File: config.mk
export PLATFORM = sky130hd
export DESIGN_NAME = debounce_scheduler_flat
export DESIGN_NICKNAME = d
export VERILOG_FILES = /design/src/rtl/debounce_scheduler_pkg.sv /design/src/rtl/debounce_scheduler_if.sv /design/src/rtl/debounce_scheduler_prescaler.sv /design/src/rtl/debounce_scheduler.sv /design/src/flat_wrapper.sv
export SDC_FILE = /design/constraint.sdc
export NUM_CORES = 1
export LEC_CHECK = 0
export ABC_CLOCK_PERIOD_IN_PS = 1900
export CORE_ASPECT_RATIO = 0.9
export CORE_UTILIZATION = 59
export CTS_BUF_LIST = sky130_fd_sc_hd__clkbuf_4 sky130_fd_sc_hd__clkbuf_8
export CTS_CLUSTER_SIZE = 30
export DETAILED_ROUTE_END_ITERATION = 10
export DONT_BUFFER_PORTS = 1
export PLACE_DENSITY = 0.78
export SYNTH_ARGS = -nofsm -noshare
export SYNTH_HDL_FRONTEND = slang
export SYNTH_HIERARCHICAL = 1
export SYNTH_SLANG_ARGS = --single-unit
File: constraint.sdc
create_clock -name clk -period 1.9 [get_ports clk]
set_input_delay 0.285 -clock clk [delete_from_list [all_inputs] [get_ports clk]]
set_output_delay 0.285 -clock clk [all_outputs]
set_load 0.03 [all_outputs]
File: src/rtl/debounce_scheduler_pkg.sv
// debounce_pkg: shared FSM state, synchronizer depth and index-width helper for debounce_scheduler.
package debounce_pkg;
   typedef enum logic {IDLE, SCAN} state_t;
   localparam int SYNC_STAGES = 2;
   function automatic int idx_w(input int n);
      return (n > 1) ? $clog2(n) : 1;
   endfunction
endpackage

File: src/rtl/debounce_scheduler_if.sv
// debounce_scheduler_if: button/enable inputs and filtered/status outputs of debounce_scheduler.
// DEBOUNCE_SCHED_EDGE_EN adds the rise/fall pulse outputs.
interface debounce_scheduler_if #(
   parameter int N_CH = 3
);
   logic            en;
   logic [N_CH-1:0] button;
   logic [N_CH-1:0] debounced;
   logic            scan_busy;
   logic            scan_done;
   logic            overrun;
`ifdef DEBOUNCE_SCHED_EDGE_EN
   logic [N_CH-1:0] rise;
   logic [N_CH-1:0] fall;
   modport master (output en, button, input debounced, scan_busy, scan_done, overrun, rise, fall);
   modport slave (input en, button, output debounced, scan_busy, scan_done, overrun, rise, fall);
`else
   modport master (output en, button, input debounced, scan_busy, scan_done, overrun);
   modport slave (input en, button, output debounced, scan_busy, scan_done, overrun);
`endif
endinterface

File: src/rtl/debounce_scheduler_prescaler.sv
// debounce_prescaler: enable-gated sample-tick generator, one tick every PRESCALE enabled clocks.
module debounce_prescaler
   import debounce_pkg::*;
#(
   parameter int PRESCALE = 1000
) (
   input  logic clk,
   input  logic reset,
   input  logic i_en,
   output logic o_tick
);
   localparam int CNT_W = idx_w(PRESCALE);
   localparam logic [CNT_W-1:0] LAST = CNT_W'(PRESCALE - 1);
   logic [CNT_W-1:0] r_count;
   always_ff @(posedge clk) begin
      if (reset) r_count <= '0;
      else if (i_en) r_count <= (r_count == LAST) ? '0 : r_count + 1'b1;
   end
   assign o_tick = i_en && (r_count == LAST);
endmodule

File: src/rtl/debounce_scheduler.sv
// debounce_scheduler: round-robin debouncer sharing one prescaler and one all-0/all-1 comparator.
// Define DEBOUNCE_SCHED_EDGE_EN to add registered rise/fall pulses.
module debounce_scheduler
   import debounce_pkg::*;
#(
   parameter int N_CH     = 3,
   parameter int HIST     = 8,
   parameter int PRESCALE = 1000
) (
   input logic                 clk,
   input logic                 reset,
   debounce_scheduler_if.slave bus
);
   localparam int IDX_W = idx_w(N_CH);
   localparam logic [IDX_W-1:0] LAST_IDX = IDX_W'(N_CH - 1);
   logic [SYNC_STAGES-1:0][N_CH-1:0] r_sync;
   logic [HIST-1:0]                  r_hist [N_CH];
   logic [N_CH-1:0]                  r_debounced;
   state_t                           r_state;
   logic [IDX_W-1:0]                 r_idx;
   logic                             r_scan_busy;
   logic                             r_scan_done;
   logic                             r_overrun;
   logic                             w_tick;
   logic [HIST-1:0]                  w_new_hist;
   debounce_prescaler #(.PRESCALE(PRESCALE)) u_prescaler (
      .clk    (clk),
      .reset  (reset),
      .i_en   (bus.en),
      .o_tick (w_tick)
   );
   // The single shared comparator looks at the history of the channel being scanned.
   assign w_new_hist = {r_hist[r_idx][HIST-2:0], r_sync[SYNC_STAGES-1][r_idx]};
   always_ff @(posedge clk) begin
      if (reset) begin
         r_sync      <= '0;
         for (int i = 0; i < N_CH; i++) r_hist[i] <= '0;
         r_debounced <= '0;
         r_state     <= IDLE;
         r_idx       <= '0;
         r_scan_busy <= 1'b0;
         r_scan_done <= 1'b0;
         r_overrun   <= 1'b0;
      end else begin
         r_sync      <= {r_sync[SYNC_STAGES-2:0], bus.button};
         r_scan_done <= 1'b0;
         if (w_tick && r_state == SCAN) r_overrun <= 1'b1;
         if (r_state == IDLE) begin
            if (w_tick) begin
               r_state     <= SCAN;
               r_idx       <= '0;
               r_scan_busy <= 1'b1;
            end
         end else begin
            r_hist[r_idx] <= w_new_hist;
            if (&w_new_hist) r_debounced[r_idx] <= 1'b1;
            else if (~|w_new_hist) r_debounced[r_idx] <= 1'b0;
            r_idx <= r_idx + 1'b1;
            if (r_idx == LAST_IDX) begin
               r_state     <= IDLE;
               r_idx       <= '0;
               r_scan_busy <= 1'b0;
               r_scan_done <= 1'b1;
            end
         end
      end
   end
   assign bus.debounced = r_debounced;
   assign bus.scan_busy = r_scan_busy;
   assign bus.scan_done = r_scan_done;
   assign bus.overrun   = r_overrun;
`ifdef DEBOUNCE_SCHED_EDGE_EN
   logic [N_CH-1:0] r_prev;
   logic [N_CH-1:0] r_rise;
   logic [N_CH-1:0] r_fall;
   always_ff @(posedge clk) begin
      if (reset) begin
         r_prev <= '0;
         r_rise <= '0;
         r_fall <= '0;
      end else begin
         r_prev <= r_debounced;
         r_rise <= r_debounced & ~r_prev;
         r_fall <= ~r_debounced & r_prev;
      end
   end
   assign bus.rise = r_rise;
   assign bus.fall = r_fall;
`endif
endmodule

File: src/flat_wrapper.sv
// flat-port wrapper written by rule: the top's interface ports become plain ports
module debounce_scheduler_flat import debounce_pkg::*;
#(
   parameter int N_CH     = 3,
   parameter int HIST     = 8,
   parameter int PRESCALE = 1000
)
  (clk, reset, bus_en, bus_button, bus_debounced, bus_scan_busy, bus_scan_done, bus_overrun);
  debounce_scheduler_if #(.N_CH(N_CH)) bus_i ();
  input logic clk;
  input logic reset;
  input wire logic [$bits(bus_i.en)-1:0] bus_en;
  input wire logic [$bits(bus_i.button)-1:0] bus_button;
  output wire logic [$bits(bus_i.debounced)-1:0] bus_debounced;
  output wire logic [$bits(bus_i.scan_busy)-1:0] bus_scan_busy;
  output wire logic [$bits(bus_i.scan_done)-1:0] bus_scan_done;
  output wire logic [$bits(bus_i.overrun)-1:0] bus_overrun;
  assign bus_i.en = bus_en;
  assign bus_i.button = bus_button;
  assign bus_debounced = bus_i.debounced;
  assign bus_scan_busy = bus_i.scan_busy;
  assign bus_scan_done = bus_i.scan_done;
  assign bus_overrun = bus_i.overrun;
  debounce_scheduler #(.N_CH(N_CH), .HIST(HIST), .PRESCALE(PRESCALE)) u_core (.clk(clk), .reset(reset), .bus(bus_i));
endmodule
==> qor.yml <==
place:
  detailedPlace.worstSlack_ns: -0.2346
  placed_area_um2: 2556
  place_congestion: 0.8911
  dpl.cell_count: 266
  port_buffers: 0
  hpwl_um: 3630
drt:
  drt_pass1_iterations: 6
  drc_errors: 0
  vias: 1735
  drt_wl_total_um: 5286
  ant_nets: 0
  drt-initial-drc-count: 212
  wire_per_inst_um: 19.08
  avgViaCountPerCell: 6.264
synthesis:
  yosys_warnings: 6
  syn_nets: 211
  avgSynthCellArea_um2: 11.64
  yosysUniqueCellTypes: 42
  netlist_area_um2: 2375
  async_reset_ff_frac: 0
  ys_ff_latch: 55
  ys.flop_type: "edfxtp_1"
  synth-edff-count: 28
  syn_inst: 204
  synth.yosys.seq_area_share: 0.5817
power:
  powerDensity_nw_per_um2: 796.1
  ir_worst_vdd_mv: 0.6502
  p_leak_nw: 1.005
timing:
  worst_pin_slew_ns: 0.4921
  grt_setup_unrepaired: "yes"
  drv_slew: 0
  max_freq_mhz: 504.2
  relSlewSlack: 0.6708
  hold_ws_ns: 0.01888
  finalSetupViolCount: 3
  tns_ns: -0.1321
  min_period_ns: 1.983
  layout_setup_ws_ns: -0.08318
  finalHoldViolations: 0
  skew_ns: 0.01175
  fin_crit_sh: 1.044
global_route:
  grt_max_degree: 19
  track_usage: 0.2716
  grt_antenna_before_repair: 0
  grt_first_pass_wirelength_um: 8169
  grt_pass1_vias: 1726
  grt-ovfl-total: 0
run_status:
  violations: "negative setup slack"
  status: "finished, violations left"
clocking:
  cts_buffers: 5
  insertion_delay_ns: 0.32
  root_buffer: "clkbuf_8"
  cts_max_level: 2
  cts.sinks: 55
  cts.clk_slew.worst_paths_ns: 0.11
  clockBufferDepth: 2
  cts_tree: "built"
  ctsHoldBuffers: 0
worst_setup_path:
  path_delay_family: "simple AND/OR/NAND/NOR gates"
  critical_path_class: "flip-flop to flip-flop"
  arrival_ns: 2.20
  crit_fanout: 6
  crit_path_top_delay_cell: "dfxtp_4"
  cpPeakStageDelay_ns: 0.42
  cp.buffers_inverters: 3
  cp.depth: 10
  critical_path_required_ns: 2.11
  critPathLaunchType: "flip-flop"
  ff2ff_path_depth: 10
  cp-end-kind: "flip-flop"
  worstPathCellList: "buf_6 > mux2i_1 > nand2_1 > o21ai_4 > inv_2 > nor4_4 > nand4_1 > buf_4 > o211ai_1 > o21ai_1"
cells_and_area:
  final_common_cell: "edfxtp_1"
  area_growth_pct: 15.54
  num_antenna_cells: 0
  drive_gt1_frac: 0.2468
  fin_nets: 237
  design_area_um2: 2744
  final_cells: 277
  layout_common_cells: "edfxtp_1 (28), dfxtp_1 (25), nor2_1 (24)"
die:
  coreArea_um2: 3784
  dieArea_um2: 4283
  io_pins: 12
  rows: 21
  start_util: 0.6276
  die_width_um: 68.88
  die_h_um: 62.19
min_path:
  min_delay_path_depth: 1
  hold_path_class: "input port to flip-flop"
flow_run:
  drv_cap: 0
[cell usage after synthesis (2+ instances only)]
cell type,instances,area [µm²]
o31ai_1,4,30.03
nor2_1,24,90.09
a22oi_1,2,15.01
o22ai_1,2,12.51
edfxtp_1,28,840.8
or3_2,3,22.52
nand2b_1,3,18.77
buf_6,2,22.52
mux2_2,3,33.78
a21oi_1,8,40.04
nand4_4,2,42.54
nand2_1,18,67.56
o21ai_1,3,15.01
inv_1,8,30.03
mux2_4,2,30.03
or4_1,2,15.01
nor2b_1,7,43.79
xor2_1,3,26.28
nand3_1,3,15.01
inv_2,2,7.510
o211ai_1,2,15.01
dfxtp_1,27,540.5
mux2i_1,4,40.04
and3_1,3,18.77
o21ai_0,5,25.02
mux4_1,2,52.55
nor3_1,2,10.01
o21ai_2,2,17.52
clkbuf_1,3,11.26
nand4_1,5,31.28
and2_1,9,56.30
[cell families (layout without fill, tap and decap cells)]
family,Yosys count,in the layout,share of synthesized area
AOI/OAI and AO/OA,31,31,0.09062
xor gates and xnor gates,3,3,0.01107
adders and majority gates,1,1,0.005268
buffers and inverters,15,42,0.03003
DFF,55,55,0.5817
muxes,13,13,0.08008
and+or+nand+nor,86,86,0.2013
[flip-flops by register name (all words and copies together), names as in the netlist, named ones only]
| register | flops |
|---|---|
| u_core/r_hist | 28 |
| u_core/u_prescaler/r_count | 10 |
| u_core/r_sync | 6 |
| u_core/r_idx | 2 |
| u_core/bus.overrun | 1 |
| u_core/bus.scan_busy | 1 |
| u_core/bus.scan_done | 1 |
| u_core/r_state | 1 |
[where the power goes]
| group | total, W | internal, W | switching [W] |
|---|---|---|---|
| clock network | 0.000793 | 0.000400 | 0.000394 |
| logic | 0.000103 | 0.0000458 | 0.0000568 |
| registers | 0.00129 | 0.00127 | 0.0000149 |
| total | 0.00218 | 0.00172 | 0.000465 |
[repair_timing]
item	CTS	global route
pin swaps	5	4
setup endpoints to repair	3	4
buffers inserted	2	1
resized for setup	8	4
[routing by layer]
metal  GRT usage  up-vias  share of wire
met1      0.3428      821           0.39
met2      0.4320      104           0.50
met5           0        -              0
met4      0.1250        0          0.028
met3     0.06434       17          0.084
li1            -      793              -
[path summary, 6_finish.rpt]
kind	endpoint	slack [ns]	startpoint
max	flip-flop	-0.08	flip-flop
min reg2reg	u_core/r_sync[3]	0.45	u_core/r_sync[0]
max reg2reg	flip-flop	-0.08	flip-flop
min	u_core/r_sync[5]	0.02	reset
[area by class of cell]
class	instances	area (µm²)
sequential	55	1386
fill	261	1040
multi-input combinational	134	962.2
timing repair buffer	24	183.9
clock buffer	5	68.82
tap	46	57.56
clock inverter	3	47.55
inverter	10	37.54
[per-stage QoR]
stage,util,power [W]
detailed placement,0.6756,0.001407
global route,0.7252,0.002238
floorplan,-,0.001369
CTS,0.7153,0.002186
finish,0.7252,0.002184
global placement,0.6756,0.001401
(Power assumes the default switching activity.)
